$ cat src/rtl/fsk_symbol_sequencer_pkg.sv
// Shared types and helpers for the FSK symbol sequencer: state encoding,
// tone polarity constants and frame-length arithmetic.
package fsk_symbol_sequencer_pkg;

  typedef enum logic [2:0] {
    ST_IDLE     = 3'd0,
    ST_PREAMBLE = 3'd1,
    ST_START    = 3'd2,
    ST_DATA     = 3'd3,
    ST_STOP     = 3'd4,
    ST_GUARD    = 3'd5
  } fsk_state_e;

  localparam logic MARK  = 1'b1;
  localparam logic SPACE = 1'b0;

  function automatic int max_int(input int a, input int b);
    return (a > b) ? a : b;
  endfunction

  // Symbols per frame: preamble + start + payload + stop.
  function automatic int frame_symbols(input int preamble_bits, input int data_bits);
    return preamble_bits + data_bits + 2;
  endfunction

endpackage

$ cat src/rtl/fsk_symbol_sequencer_if.sv
// Byte-source handshake between the CPU/FIFO and the symbol sequencer.
interface fsk_symbol_sequencer_if #(
  parameter int DATA_BITS = 8
) ();
  logic                 s_valid;
  logic [DATA_BITS-1:0] s_data;
  logic                 s_ready;

  modport master (output s_valid, output s_data, input s_ready);
  modport slave  (input s_valid, input s_data, output s_ready);
endinterface

$ cat src/rtl/fsk_symbol_sequencer_timer.sv
// Loadable down-counter; tc is high while the count sits at zero, which marks
// the last cycle of the current symbol or guard gap.
module fsk_symbol_sequencer_timer #(
  parameter int W = 2
) (
  input  logic         clk,
  input  logic         rst_n,
  input  logic         load,
  input  logic [W-1:0] load_val,
  output logic         tc
);

  logic [W-1:0] cnt_q, cnt_d;

  always_comb begin
    cnt_d = cnt_q;
    if (load) begin
      cnt_d = load_val;
    end else if (cnt_q != '0) begin
      cnt_d = cnt_q - W'(1);
    end
  end

  always_ff @(posedge clk or negedge rst_n) begin
    if (!rst_n) begin
      cnt_q <= '0;
    end else begin
      cnt_q <= cnt_d;
    end
  end

  assign tc = (cnt_q == '0);

endmodule

$ cat src/rtl/fsk_symbol_sequencer.sv
// Frames bytes into preamble/start/data/stop FSK symbols driving the mark and
// space tone enables of the PDM generator, with a silent guard gap per frame.
//   state    | meaning
//   IDLE     | no frame, waiting for an accepted byte
//   PREAMBLE | alternating mark/space training symbols
//   START    | one space symbol
//   DATA     | payload bits, order set by MSB_FIRST
//   STOP     | one mark symbol
//   GUARD    | both tones off; burst accept allowed on its last cycle
module fsk_symbol_sequencer
  import fsk_symbol_sequencer_pkg::*;
#(
  parameter int SYMBOL_CYCLES = 100000,
  parameter int GUARD_CYCLES  = 16,
  parameter int PREAMBLE_BITS = 8,
  parameter int DATA_BITS     = 8,
  parameter bit MSB_FIRST     = 1'b0
) (
  input  logic                   clk,
  input  logic                   rst_n,
  input  logic                   enable,
  fsk_symbol_sequencer_if.slave  s_if,
  output logic                   tone_mark_en,
  output logic                   tone_space_en,
  output logic                   busy,
  output logic                   frame_done
);

  localparam int TW = $clog2(max_int(SYMBOL_CYCLES, GUARD_CYCLES));
  localparam int BW = $clog2(max_int(DATA_BITS, PREAMBLE_BITS) + 1);
  localparam logic [TW-1:0] SYM_LOAD   = TW'(SYMBOL_CYCLES - 1);
  localparam logic [TW-1:0] GUARD_LOAD = TW'(GUARD_CYCLES - 1);
  localparam logic [BW-1:0] PRE_LAST   = BW'(PREAMBLE_BITS - 1);
  localparam logic [BW-1:0] DATA_LAST  = BW'(DATA_BITS - 1);

  fsk_state_e           state_q, state_d;
  logic [BW-1:0]        bit_cnt_q, bit_cnt_d;
  logic [DATA_BITS-1:0] data_q, data_d;
  logic                 mark_q, mark_d, space_q, space_d, done_q, done_d;
  logic                 tmr_load, tmr_tc, s_ready, accept;
  logic [TW-1:0]        tmr_val;
  logic                 sym_on, sym_val, data_bit;

  assign s_ready = rst_n & enable &
                   ((state_q == ST_IDLE) | ((state_q == ST_GUARD) & tmr_tc));
  assign s_if.s_ready = s_ready;
  assign accept = s_if.s_valid & s_ready;

  fsk_symbol_sequencer_timer #(.W(TW)) u_timer (
    .clk      (clk),
    .rst_n    (rst_n),
    .load     (tmr_load),
    .load_val (tmr_val),
    .tc       (tmr_tc)
  );

  always_comb begin
    state_d   = state_q;
    bit_cnt_d = bit_cnt_q;
    data_d    = data_q;
    tmr_load  = 1'b0;
    tmr_val   = SYM_LOAD;
    done_d    = 1'b0;
    unique case (state_q)
      ST_IDLE: if (accept) begin
        data_d    = s_if.s_data;
        tmr_load  = 1'b1;
        bit_cnt_d = '0;
        state_d   = (PREAMBLE_BITS == 0) ? ST_START : ST_PREAMBLE;
      end
      ST_PREAMBLE: if (tmr_tc) begin
        tmr_load = 1'b1;
        if (bit_cnt_q == PRE_LAST) begin
          state_d   = ST_START;
          bit_cnt_d = '0;
        end else begin
          bit_cnt_d = bit_cnt_q + BW'(1);
        end
      end
      ST_START: if (tmr_tc) begin
        tmr_load  = 1'b1;
        bit_cnt_d = '0;
        state_d   = ST_DATA;
      end
      ST_DATA: if (tmr_tc) begin
        tmr_load = 1'b1;
        if (bit_cnt_q == DATA_LAST) begin
          state_d   = ST_STOP;
          bit_cnt_d = '0;
        end else begin
          bit_cnt_d = bit_cnt_q + BW'(1);
        end
      end
      ST_STOP: if (tmr_tc) begin
        tmr_load = 1'b1;
        tmr_val  = GUARD_LOAD;
        done_d   = 1'b1;
        state_d  = ST_GUARD;
      end
      ST_GUARD: if (tmr_tc) begin
        if (accept) begin
          data_d    = s_if.s_data;
          tmr_load  = 1'b1;
          bit_cnt_d = '0;
          state_d   = ST_START;
        end else begin
          state_d = ST_IDLE;
        end
      end
      default: state_d = ST_IDLE;
    endcase
  end

  // Tones are encoded from the next state so they switch on the same edge as the FSM.
  always_comb begin
    data_bit = 1'b0;
    for (int i = 0; i < DATA_BITS; i++) begin
      if (int'(bit_cnt_d) == i) begin
        data_bit = MSB_FIRST ? data_q[DATA_BITS-1-i] : data_q[i];
      end
    end
    sym_on  = 1'b1;
    sym_val = SPACE;
    case (state_d)
      ST_PREAMBLE: sym_val = bit_cnt_d[0] ? SPACE : MARK;
      ST_START:    sym_val = SPACE;
      ST_DATA:     sym_val = data_bit;
      ST_STOP:     sym_val = MARK;
      default:     sym_on  = 1'b0;
    endcase
    mark_d  = sym_on & (sym_val == MARK);
    space_d = sym_on & (sym_val == SPACE);
  end

  always_ff @(posedge clk or negedge rst_n) begin
    if (!rst_n) begin
      state_q   <= ST_IDLE;
      bit_cnt_q <= '0;
      data_q    <= '0;
      mark_q    <= 1'b0;
      space_q   <= 1'b0;
      done_q    <= 1'b0;
    end else begin
      state_q   <= state_d;
      bit_cnt_q <= bit_cnt_d;
      data_q    <= data_d;
      mark_q    <= mark_d;
      space_q   <= space_d;
      done_q    <= done_d;
    end
  end

  assign tone_mark_en  = mark_q;
  assign tone_space_en = space_q;
  assign busy          = (state_q != ST_IDLE);
  assign frame_done    = done_q;

endmodule

$ cat src/flat_wrapper.sv
// flat-port wrapper written by rule: the top's interface ports become plain ports
module fsk_symbol_sequencer_flat import fsk_symbol_sequencer_pkg::*;
#(
  parameter int SYMBOL_CYCLES = 100000,
  parameter int GUARD_CYCLES  = 16,
  parameter int PREAMBLE_BITS = 8,
  parameter int DATA_BITS     = 8,
  parameter bit MSB_FIRST     = 1'b0
)
  (clk, rst_n, enable, tone_mark_en, tone_space_en, busy, frame_done, s_if_s_valid, s_if_s_data, s_if_s_ready);
  fsk_symbol_sequencer_if #(.DATA_BITS(DATA_BITS)) s_if_i ();
  input  logic clk;
  input  logic rst_n;
  input  logic enable;
  output logic tone_mark_en;
  output logic tone_space_en;
  output logic busy;
  output logic frame_done;
  input wire logic [$bits(s_if_i.s_valid)-1:0] s_if_s_valid;
  input wire logic [$bits(s_if_i.s_data)-1:0] s_if_s_data;
  output wire logic [$bits(s_if_i.s_ready)-1:0] s_if_s_ready;
  assign s_if_i.s_valid = s_if_s_valid;
  assign s_if_i.s_data = s_if_s_data;
  assign s_if_s_ready = s_if_i.s_ready;
  fsk_symbol_sequencer #(.SYMBOL_CYCLES(SYMBOL_CYCLES), .GUARD_CYCLES(GUARD_CYCLES), .PREAMBLE_BITS(PREAMBLE_BITS), .DATA_BITS(DATA_BITS), .MSB_FIRST(MSB_FIRST)) u_core (.clk(clk), .rst_n(rst_n), .enable(enable), .s_if(s_if_i), .tone_mark_en(tone_mark_en), .tone_space_en(tone_space_en), .busy(busy), .frame_done(frame_done));
endmodule
$ cat config.mk
export PLATFORM = sky130hd
export DESIGN_NAME = fsk_symbol_sequencer_flat
export DESIGN_NICKNAME = d
export VERILOG_FILES = /design/src/rtl/fsk_symbol_sequencer_pkg.sv /design/src/rtl/fsk_symbol_sequencer_if.sv /design/src/rtl/fsk_symbol_sequencer_timer.sv /design/src/rtl/fsk_symbol_sequencer.sv /design/src/flat_wrapper.sv
export SDC_FILE = /design/constraint.sdc
export NUM_CORES = 1
export LEC_CHECK = 0
export BUFFER_PORTS_ARGS = -buffer_cell sky130_fd_sc_hd__buf_2
export CORE_MARGIN = 2
export CORE_UTILIZATION = 40
export DETAILED_ROUTE_END_ITERATION = 7
export MAX_ROUTING_LAYER = met4
export PLACE_DENSITY_LB_ADDON = 0.12
export REMOVE_ABC_BUFFERS = 1
export SLEW_MARGIN = 20
export SYNTH_ARGS = -nofsm -noshare
export SYNTH_HDL_FRONTEND = slang
export SYNTH_HIERARCHICAL = 1
export SYNTH_SLANG_ARGS = --single-unit
$ cat constraint.sdc
create_clock -name clk -period 4.34 [get_ports clk]
set_input_delay 0.217 -clock clk [delete_from_list [all_inputs] [get_ports clk]]
set_output_delay 0.217 -clock clk [all_outputs]
set_load 0.005 [all_outputs]
== Word-level counts from Yosys, hierarchy flattened ==
Index checks and enable logic that the tools add are counted.

* Output and inout bits: 5
* Word-level logic and storage cells: 85
* Input bits: 12
* Register bits after elaboration: 35

* Add/subtract/negate cells: 2
* Mux-type cells: 39
* Bitwise gates (word level): 8
* Reductions and logical operators: 11
* Eq/ne operators: 18

{| class="wikitable"
|+ Operators with widths
! operator !! number
|-
| 17-bit two-way mux || 4
|-
| 3-bit two-way mux || 8
|-
| 4-bit two-way mux || 5
|-
| 3-bit case mux with 6 select lines || 1
|-
| 17-bit zero test || 1
|-
| 17-bit nonzero test || 1
|-
| 17-bit by 1-bit subtractor with 17-bit output, second input constant || 1
|-
| 4-bit equality test, second input constant || 4
|-
| 8-bit two-way mux || 2
|-
| 4-bit case mux with 4 select lines || 1
|-
| 8-bit case mux with 2 select lines || 1
|-
| 1-bit two-way mux || 14
|-
| 3-bit by 2-bit equality test with 1-bit output, second input constant || 4
|-
| 4-bit by 3-bit equality test with 1-bit output, second input constant || 3
|-
| 3-bit equality test, second input constant || 3
|-
| 4-bit OR reduction || 2
|-
| 1-bit AND || 6
|-
| 3-bit by 1-bit equality test with 1-bit output, second input constant || 2
|-
| 1-bit case mux with 3 select lines || 2
|-
| 4-bit by 1-bit adder with 4-bit output, second input constant || 1
|-
| 4-bit by 2-bit equality test with 1-bit output, second input constant || 1
|-
| 4-bit zero test || 1
|-
| 2-bit nonzero test || 2
|-
| 3-bit zero test || 1
|-
| 7 further kinds || 7
|}

== Logic depth before layout (Yosys ltp) ==
Gate-level depths: netlist of run 1.

* Depth after elaboration: 20
* Gate-level depth with buffers: 17
* Gate-level depth less buffers: 14

== Hierarchy ==
Netlist of run 1, hierarchy kept.

{| class="wikitable"
|+ By module, submodules not included
! module !! seq. area each (um^2) !! area an instance (um^2) !! cells an instance !! times used
|-
| fsk_symbol_sequencer || 450.4 || 1128.6 || 129 || 1
|-
| fsk_symbol_sequencer_timer || 425.4 || 1033.5 || 109 || 1
|}

== Least setup slack after synthesis of run 1 ==
OpenSTA, ideal clock, no wires.

* Path type: register to register
* From: register u_core.u_timer.cnt_q[0]
* To: register u_core.u_timer.cnt_q[11]
* Data required time: 4.204 ns
* Cell stages (with the launch flop): 17
* Clock period less this slack: 3.512 ns
* Setup time: 0.136 ns
* Arrival time: 3.376 ns
* Path buffers: 4
* Path slack: 0.828 ns
* Cells stage by stage: dfrtp_1 -> inv_1 -> ha_1 -> nor4b_1 -> nand2b_1 -> nor3_2 -> buf_2 -> nand2_2 -> a211o_4 -> buf_6 -> nor2_1 -> a21o_1 -> a22oi_1 -> o21ai_0 -> clkbuf_1 -> clkbuf_1 -> o31ai_1

* Longest elaborated chain between the ends: 9
* Elaborated cells on any way between the ends: 14
* Those cells by class: 1 x add/sub; 6 x mux; 4 x bitwise; 3 x reduce/logical

{| class="wikitable"
|+ Ends and longest elaborated chain
! what !! line !! RTL
|-
| from (decl) || fsk_symbol_sequencer_timer.sv:13 || <nowiki>logic [W-1:0] cnt_q, cnt_d;</nowiki>
|-
| from (signal assigned) || fsk_symbol_sequencer_timer.sv:28 || <nowiki>cnt_q <= cnt_d;</nowiki>
|-
| 17-bit zero test * || fsk_symbol_sequencer_timer.sv:32 || <nowiki>assign tc = (cnt_q == '0);</nowiki>
|-
| net u_core.tmr_tc || fsk_symbol_sequencer.sv:40 || <nowiki>logic tmr_load, tmr_tc, s_ready, accept;</nowiki>
|-
| 1-bit AND || fsk_symbol_sequencer.sv:45 || <nowiki>((state_q == ST_IDLE) | ((state_q == ST_GUARD) & tmr_tc));</nowiki>
|-
| 1-bit bitwise OR || fsk_symbol_sequencer.sv:45 ||
|-
| 1-bit AND || fsk_symbol_sequencer.sv:44 || <nowiki>assign s_ready = rst_n & enable &</nowiki>
|-
| 1-bit AND || fsk_symbol_sequencer.sv:47 || <nowiki>assign accept = s_if.s_valid & s_ready;</nowiki>
|-
| 1-bit two-way mux || fsk_symbol_sequencer.sv:65, fsk_symbol_sequencer.sv:101 ||
|-
| 1-bit two-way mux || fsk_symbol_sequencer.sv:100 || <nowiki>ST_GUARD: if (tmr_tc) begin</nowiki>
|-
| 1-bit case mux with 3 select lines * || fsk_symbol_sequencer.sv:64 || <nowiki>unique case (state_q)</nowiki>
|-
| net u_core.tmr_load || fsk_symbol_sequencer.sv:40 ||
|-
| 17-bit two-way mux or 2-bit nonzero test (tied branches) || n/a ||
|}

The timed path passes the listed nets; every way through them passes the cells marked *. The select of a mux whose other input is x is not followed.
A chain may end at the register's enable or synchronous reset.

== Worst setup path in the final report of run 1 ==
* From: register u_core.u_timer.cnt_q[0]
* To: register u_core.u_timer.cnt_q[13]

The elaborated chain is that of the path after synthesis.

==> out/metrics.cfg, run 1 <==
[run_status]
status=finished, final reports clean

[setup_path]
worstSetupPathType=flop to flop
crit_fanout=36
cp-start-kind=flop
crit_required_ns=4.54
crit_path_end_kind=flop
arrival_ns=3.85

[logic_synthesis]
ys_seq_area_share_pct=40.5
synth_xor_area_share_pct=5.67
synthArstFlopShare_pct=100
ys_warn_count=6
synthesis.area_sq_mm=0.00216
synth.top_cell.area_share_pct=40.5
synth_top_family_by_area=simple AND/OR/NAND/NOR gates
ys_top_cells_by_area=dfrtp_1, nand2_1, o31ai_1, xnor2_1, nand2b_1
synthSimpleGateAreaFrac_pct=25.1
yosys.area.top_type=dfrtp_1
synth_edf_count=0
synth_mux_area_share_pct=1.97
syn_inst=238
synth_compound_area_share_pct=21.1
ys_ff_latch=35
syn-mean-instance-area_sq_um=9.08
synth_commonest_cells=nand2_1, dfrtp_1, nor2_1
yosysMostFrequentCell=nand2_1
ys_types=63
synth_flop_cell=dfrtp_1
synth_fa_ha_area_share_pct=1.16

[sta]
worstMarginPinSlew_ns=0.570
slew-limit-headroom_pct=62.0
finalCritPeriodShare_pct=84.0
fin_crit_ns=3.64
finalHoldViolations=0
clock.fmax_mhz=274
rsz0062_at_grt=false
finClkSkew_ns=0.00642
report.final.slew_viol_count=0
setup-violations-final=0
worst_slack_ns=0.695

[die]
core_area_sq_mm=0.00517
die_area_sq_mm=0.00601
rows=26
start_util_pct=41.8
die_x_um=77.5
dieHeight_um=77.5
io_pins=17

[detailed_routing]
routed-wl-met3_um=221
wl_per_cell_um=13.9
met1_length_mm=2.37
viasPerCell=5.24
dr_wl_met2_mm=2.01
num_vias=1750
antenna_left=0
dr.first_iter.drc_count=133
top_layer=met4
drc=0
firstDrtPassIters=4
drt_wl_total_mm=4.66

[grt]
antenna_found_initial=0
grt_overflow=0
first_global_vias=1672
grt_usage_pct=17.4
grt_pass1_wl_mm=8.07
grt_max_degree=37

[placed_design]
dp_hpwl_mm=3.24
place_ws_ns=0.718
place.gp.congestion=0.775
io_buffers=16

[power]
p_per_area_mw_per_mm2=432
irDropWorstVdd_mv=0.225
p_leak_nw=1.05
power.total_w=0.00107

[clocking]
ctsHoldBuffers=0
post_cts_buffers=0
clk_path_buf_depth=2
cts_tree=yes
clkSlewWorstSetupHoldPaths_ns=0.08
insertion_delay_ns=0.29
cts_htree_levels=2
clock-sinks=35
ctsResizeCount=0
cts-root-buf=clkbuf_8
cts-buffers-inserted=5

[cells_and_area]
n_antenna_cell=0
drive_gt1_share_pct=17.4
nets=277
area_growth_syn_to_layout_pct=14.7

[worst_hold_path]
holdCritPathClass=input port to asynchronous set/reset pin

[flow_run]
maxCapViolCount=0

==> worst max-delay path, stage by stage (launching register included) <==
cell and delay (ns):
dfrtp_1 0.39, inv_1 0.09, ha_1 0.21, nor4b_1 0.25
buf_4 0.18, nand2b_1 0.09, nor3_2 0.30, buf_4 0.34
nand2_2 0.14, a211o_4 0.45, nor2_1 0.16, a21o_1 0.10
a22oi_1 0.07, o21ai_2 0.12, buf_4 0.34, nand4b_1 0.16
nor3b_1 0.18
==> layout make-up <==
type,instances,area [sq um]
Clock buffer,5,68.8
Clock inverter,3,67.6
Fill cell,498,2690
Inverter,8,30.0
Multi-Input combinational cell,192,1230
Sequential cell,35,876
Tap cell,70,87.6
Timing Repair Buffer,21,118
==> layout by cell type, fill, tap and decap left out, drive strengths merged, types with 6 or more instances in the layout <==
cell type	count
buf	21
nand2b	9
nor2	15
a21oi	7
xnor2	9
nor3	6
o21ai	8
nand2	46
conb	11
o31ai	14
dfrtp	35
inv	8
==> stage by stage <==
stage	hold WS (ns)	instances	utilization [%]	setup TNS, ns	area, sq um
floorplan	-0.0786	235	-	-18.66	2130
finish	0.0445	334	47.9	0	2480
detailed placement	0.388	326	45.3	0	2340
global route	0.0927	334	47.9	0	2480
CTS	0.0703	334	47.9	0	2480
global placement	0.392	326	45.3	0	2340
==> metal layers <==
metal,GRT usage [%],up-vias
li1,-,885
met1,24.5,811
met2,25.4,49
met3,3.37,5
met4,5.36,0
met5,-,-
==> path summary, 6_finish.rpt <==
kind	startpoint	end	slack (ns)	cells past startpoint
max	u_core/u_timer/cnt_q[0]	u_core/u_timer/cnt_q[13]	0.70	16
min	rst_n	u_core/u_timer/cnt_q[14]	0.04	2
max reg2reg	u_core/u_timer/cnt_q[0]	u_core/u_timer/cnt_q[13]	0.70	16
min reg2reg	u_core/data_q[6]	u_core/data_q[6]	0.48	2
max in group asynchronous	rst_n	u_core/u_timer/cnt_q[9]	3.95	2
min in group clk	s_if_s_data[4]	u_core/data_q[4]	0.11	3
==> sequential cells by signal (all words and copies together) (netlist names) <==
| signal | flops |
|---|---|
| u_core/frame_done | 1 |
| u_core/tone_space_en | 1 |
| u_core/tone_mark_en | 1 |
| u_core/u_timer/cnt_q | 17 |
| u_core/data_q | 8 |
| u_core/bit_cnt_q | 4 |
| u_core/state_q | 3 |
==> kinds of logic (layout without fill, tap and decap cells) <==
kind of cell               count (synthesis)  after routing
adders and majority gates                  2              2
xor gates and xnor gates                  14             14
buffers and inverters                     20             37
AOI/OAI and AO/OA                         58             58
other                                      2             11
muxes                                      4              4
and+or+nand+nor                          103            103
DFF                                       35             35
==> report_power, final <==
group	internal, W	switching (W)
clock	0.000229	0.000128
sequential	0.000396	0.0000854
combinational	0.000109	0.000124
No activity file was read; power rests on OpenSTA's default activity.
==> inputs of run 2 (changes only) <==
==> constraint.sdc (replaced) <==
create_clock -name clk -period 3.3 [get_ports clk]
set_input_delay 0.165 -clock clk [delete_from_list [all_inputs] [get_ports clk]]
set_output_delay 0.165 -clock clk [all_outputs]
set_load 0.005 [all_outputs]
==> out/metrics.cfg, run 2 (synthesized netlist as in run 1, its figures left out) <==
[grt]
antenna_found_initial=0
grt_max_degree=37
busiest_layer=met2
grt_pass1_wl_mm=8.19
grt_overflow=0
first_global_vias=1696
grtUsageMet1_pct=24.3
met3_usage_pct=3.72
use_met2_pct=26.4
grt_usage_pct=17.8

[die]
die_area_sq_mm=0.00601
die_x_um=77.5
rows=26
dieHeight_um=77.5
start_util_pct=41.8
core_area_sq_mm=0.00517
io_pins=17

[sta]
fin_crit_ns=3.01
finalHoldViolations=0
slew-limit-headroom_pct=59.6
finalCritPeriodShare_pct=91.3
setup-tns-final_ns=0
setup-violations-final=0
worst_hold_slack_ns=0.00963
report.final.slew_viol_count=0
finClkSkew_ns=0.00855
rsz0062_at_grt=false
worstMarginPinSlew_ns=0.605
clock.fmax_mhz=332

[clocking]
clock-sinks=35
clk_path_buf_depth=2
cts-buffers-inserted=5
insertion_delay_ns=0.29
cts_htree_levels=2
ctsHoldBuffers=0
cts_tree=yes
clkSlewWorstSetupHoldPaths_ns=0.08
cts-root-buf=clkbuf_8

[placed_design]
io_buffers=16
dp_hpwl_mm=3.33
place.gp.congestion=0.853
placed_cells=328

[detailed_routing]
drt_wl_total_mm=4.70
firstDrtPassIters=6
drc=0
antenna_left=0
viasPerCell=5.18
dr.first_iter.drc_count=129
wl_per_cell_um=14.0
num_vias=1740

[power]
seq_power_share_pct=50.2
p_comb_share_pct=25.5
p_sw_share_pct=34.6
p_per_area_mw_per_mm2=508
power.share.clock_pct=24.4
p_leak_nw=1.05
switching_power_w=0.000434
irDropWorstVdd_mv=0.245
power.internal_w=0.000821

[run_status]
status=finished, final reports clean

[setup_path]
worstSetupPathType=flop to flop
crit_fanout=25
crit_path_end_kind=flop
arrival_ns=3.19
crit_required_ns=3.48
cp-start-kind=flop

[cells_and_area]
final_common_cell=nand2_1
drive_gt1_share_pct=18.4
reg_top3=u_core/u_timer/cnt_q: 17 flops, u_core/data_q: 8 flops, u_core/bit_cnt_q: 4 flops
area_growth_syn_to_layout_pct=14.2
n_antenna_cell=0
instances_no_fill=336
layout_common_cells=nand2_1, dfrtp_1, buf_2, nor2_1, o31ai_1
top_register=u_core/u_timer/cnt_q
fin_util_pct=47.7
largest_reg_flops=17
nets=279

[worst_hold_path]
holdCritPathClass=input port to asynchronous set/reset pin

[flow_run]
maxCapViolCount=0

[run 2: metrics by stage]
stage | power (W) | setup WS (ns) | cell area, sq um
2_1_floorplan | 0.000849 | -2.28 | 2130
3_3_place_gp | 0.000947 | 0.248 | 2370
3_5_place_dp | 0.000948 | 0.183 | 2370
4_1_cts | 0.00127 | 0.177 | 2460
5_1_grt | 0.00136 | 0.0836 | 2470
6_report | 0.00126 | 0.288 | 2470
[run 2: area by class of cell]
| type | instances | area (sq um) |
|---|---|---|
| clock buffer | 6 | 72.6 |
| timing repair buffer | 23 | 145 |
| clock inverter | 2 | 12.5 |
| multi-input combinational | 192 | 1240 |
| fill | 496 | 2700 |
| inverter | 8 | 30.0 |
| sequential | 35 | 876 |
| tap | 70 | 87.6 |
[run 2: timing repair]
item / in CTS / in global routing
endpoints found under the setup margin: 0 / 3
resized for setup: 0 / 2
buffers inserted: 0 / 0
[run 2: power by group through the flow]
stage                     Sequential, W  Combinational, W  Clock [W]
after CTS                      0.000621          0.000321   0.000326
after detailed placement       0.000629          0.000319          0
after floorplan                0.000613          0.000236          0
after global placement         0.000630          0.000317          0
final                          0.000630          0.000320   0.000306
after global routing           0.000645          0.000364   0.000347
[run 2: metal layers]
layer  vias up  routed length [um]
met1       810                2430
li1        896                   -
met3         7                 140
met2        27                2060
met5         -                   0
met4         0                  72
[run 2: critical path, stage by stage, from the launching register on]
cell,delay (ns)
dfrtp_1,0.39
inv_1,0.09
ha_1,0.22
nor4b_2,0.26
nand2b_1,0.15
nor3_2,0.17
buf_4,0.32
a21oi_1,0.14
or2_1,0.26
a32o_1,0.32
and2_1,0.15
a211o_1,0.26
o21ba_1,0.18
[run 2: path summary, 6_finish.rpt]
path                                    startpoint  slack [ns]                  endpoint  depth (start not counted)
min in group clk                    s_if_s_data[3]        0.06          u_core/data_q[3]                          3
setup reg to reg           u_core/u_timer/cnt_q[0]        0.29      u_core/tone_space_en                         12
setup / recovery           u_core/u_timer/cnt_q[0]        0.29      u_core/tone_space_en                         12
max in group asynchronous                    rst_n        2.96       u_core/bit_cnt_q[0]                          2
hold / removal                               rst_n        0.01  u_core/u_timer/cnt_q[15]                          2
hold reg to reg                   u_core/data_q[7]        0.48          u_core/data_q[7]                          2
==> inputs of run 3 (changes only) <==
--- a/config.mk
+++ b/config.mk
@@ -5,10 +5,12 @@
 export SDC_FILE = /design/constraint.sdc
 export NUM_CORES = 1
 export LEC_CHECK = 0
+export ABC_AREA = 1
 export BUFFER_PORTS_ARGS = -buffer_cell sky130_fd_sc_hd__buf_2
 export CORE_MARGIN = 2
 export CORE_UTILIZATION = 40
 export DETAILED_ROUTE_END_ITERATION = 7
+export HOLD_SLACK_MARGIN = 0.02
 export MAX_ROUTING_LAYER = met4
 export PLACE_DENSITY_LB_ADDON = 0.12
 export REMOVE_ABC_BUFFERS = 1
==> out/metrics.cfg, run 3 <==
[logic_synthesis]
yosys.area.top_type=dfrtp_1
yosysMostFrequentCell=nand2_1
synthArstFlopShare_pct=100
synth_commonest_cells=nand2_1, inv_1, dfrtp_1
ys_seq_area_share_pct=37.4
synth.top_cell.area_share_pct=37.4
ys_types=37
ys_top_cells_by_area=dfrtp_1, nand2_1, nand3_1, inv_1, nor2_1
ys_warn_count=6
synth_flop_cell=dfrtp_1
synthesis.area_sq_mm=0.00234
syn_inst=324
syn-mean-instance-area_sq_um=7.23
ys_ff_latch=35
synth_edf_count=0

[grt]
first_global_vias=2008
antenna_found_initial=0
grt_usage_pct=17.7
grt_overflow=0
grt_max_degree=36
grt_pass1_wl_mm=8.69

[sta]
clock.fmax_mhz=338
finClkSkew_ns=0.0114
finalCritPeriodShare_pct=89.6
worst_slack_ns=0.344
fin_crit_ns=2.96
setup-violations-final=0
rsz0062_at_grt=false
setup-tns-final_ns=0
finalHoldViolations=0
report.final.slew_viol_count=0

[detailed_routing]
viasPerCell=4.62
firstDrtPassIters=4
wl_per_cell_um=11.5
num_vias=1987
drc=0
antenna_left=0
dr.first_iter.drc_count=135
drt_wl_total_mm=4.94

[die]
io_pins=17
start_util_pct=42.0
core_area_sq_mm=0.00557
dieHeight_um=80.5
rows=27
die_x_um=80.5
die_area_sq_mm=0.00648

[clocking]
cts_htree_levels=2
clock-sinks=35
clkSlewWorstSetupHoldPaths_ns=0.08
insertion_delay_ns=0.29
cts-buffers-inserted=5
clk_path_buf_depth=2
cts-root-buf=clkbuf_8
cts_tree=yes

[power]
irDropWorstVdd_mv=0.315
p_per_area_mw_per_mm2=700
p_leak_nw=1.35

[cells_and_area]
largest_reg_flops=17
drive_gt1_share_pct=21.8
top_register=u_core/u_timer/cnt_q
final_common_cell=nand2_1
nets=372
layout_common_cells=nand2_1, inv_1, dfrtp_1, nand3_1, nor2_1
n_antenna_cell=0
fin_util_pct=47.5
reg_top3=u_core/u_timer/cnt_q: 17 flops, u_core/data_q: 8 flops, u_core/bit_cnt_q: 4 flops
area_growth_syn_to_layout_pct=12.9

[setup_path]
crit_path_end_kind=flop
crit_fanout=11
arrival_ns=3.13
crit_required_ns=3.48
cp-start-kind=flop
worstSetupPathType=flop to flop

[placed_design]
dp_hpwl_mm=3.63
io_buffers=16
place_ws_ns=0.284
place.gp.congestion=0.885

[worst_hold_path]
holdCritPathClass=input port to flop

[flow_run]
maxCapViolCount=0

[run_status]
status=finished, final reports clean

[run 3: cell types whose count changed after synthesis, sizes merged, moves of 5 or more]
cell    before  now
a21oi        7   16
clkbuf       7    2
inv          8   40
nand2       46  118
nand2b       9    0
nand3        1   35
nor2        15   36
o21ai        8   16
o31ai       14    0
xnor2        9    0
[run 3: critical path, stage by stage (launching register included)]
cell,delay (ns)
dfrtp_1,0.38
inv_1,0.10
ha_1,0.21
nand2_2,0.11
nor2_4,0.20
nand3_1,0.14
nor3_1,0.16
buf_4,0.16
inv_2,0.08
nand2_2,0.08
nand2_2,0.08
a21oi_2,0.14
nand2_2,0.18
nand2_1,0.18
clkinvlp_4,0.15
buf_4,0.17
o21ai_0,0.30
nor2_4,0.04
[run 3: cell type report]
cell class	count	area [sq um]
Fill cell	564	2930
Timing Repair Buffer	24	143
Clock inverter	1	5.00
Inverter	42	166
Sequential cell	35	876
Multi-Input combinational cell	250	1280
Tap cell	72	90.1
Clock buffer	6	82.6
[run 3: report_power, final]
| part | total, W | internal, W | switching (W) |
|---|---|---|---|
| Combinational | 0.000760 | 0.000309 | 0.000451 |
| Sequential | 0.000775 | 0.000606 | 0.000170 |
| Clock | 0.000316 | 0.000164 | 0.000152 |
[run 3: worst paths after layout]
kind / startpoint / cells past startpoint / slack (ns) / endpoint
setup / recovery: u_core/u_timer/cnt_q[0] / 17 / 0.34 / u_core/u_timer/cnt_q[4]
hold / removal: s_if_s_data[6] / 3 / 0.08 / u_core/data_q[6]
setup reg to reg: u_core/u_timer/cnt_q[0] / 17 / 0.34 / u_core/u_timer/cnt_q[4]
hold reg to reg: u_core/data_q[7] / 2 / 0.48 / u_core/data_q[7]
max in group asynchronous: rst_n / 3 / 2.44 / u_core/data_q[4]
min in group asynchronous: rst_n / 3 / 0.52 / u_core/u_timer/cnt_q[9]
[run 3: timing repair]
action / in CTS / in global routing
buffers inserted: 0 / 4
hold endpoints to repair: 35 / 0
setup endpoints to repair: 0 / 12
gates resized for setup: 0 / 1
hold buffers: 1 / 0
[run 3: cells by family (layout without fill, tap and decap cells)]
logic type | count (synthesis) | count (layout) | share of synthesized area, %
simple gates | 200 | 200 | 41.0
buf+inv | 48 | 73 | 9.29
compound gates | 36 | 36 | 10.6
flops | 35 | 35 | 37.4
fa+ha+maj | 2 | 2 | 1.07
other cells | 2 | 11 | 0.321
xor+xnor | 1 | 1 | 0.374
[run 3: stage by stage]
step           hold slack, ns  instances  instance area (sq um)  power, W
6_report               0.0758        430                   2650   0.00185
5_1_grt                0.0733        430                   2650   0.00204
4_1_cts                0.0659        426                   2610   0.00187
3_5_place_dp            0.308        418                   2510   0.00155
3_3_place_gp            0.309        418                   2510   0.00154
2_1_floorplan          -0.131        327                   2320   0.00136
[run 3: metal layers]
layer	routed length, um	track usage [%]
met5	0	-
met4	51	5.25
met3	189	3.37
met2	2380	30.3
met1	2330	21.1
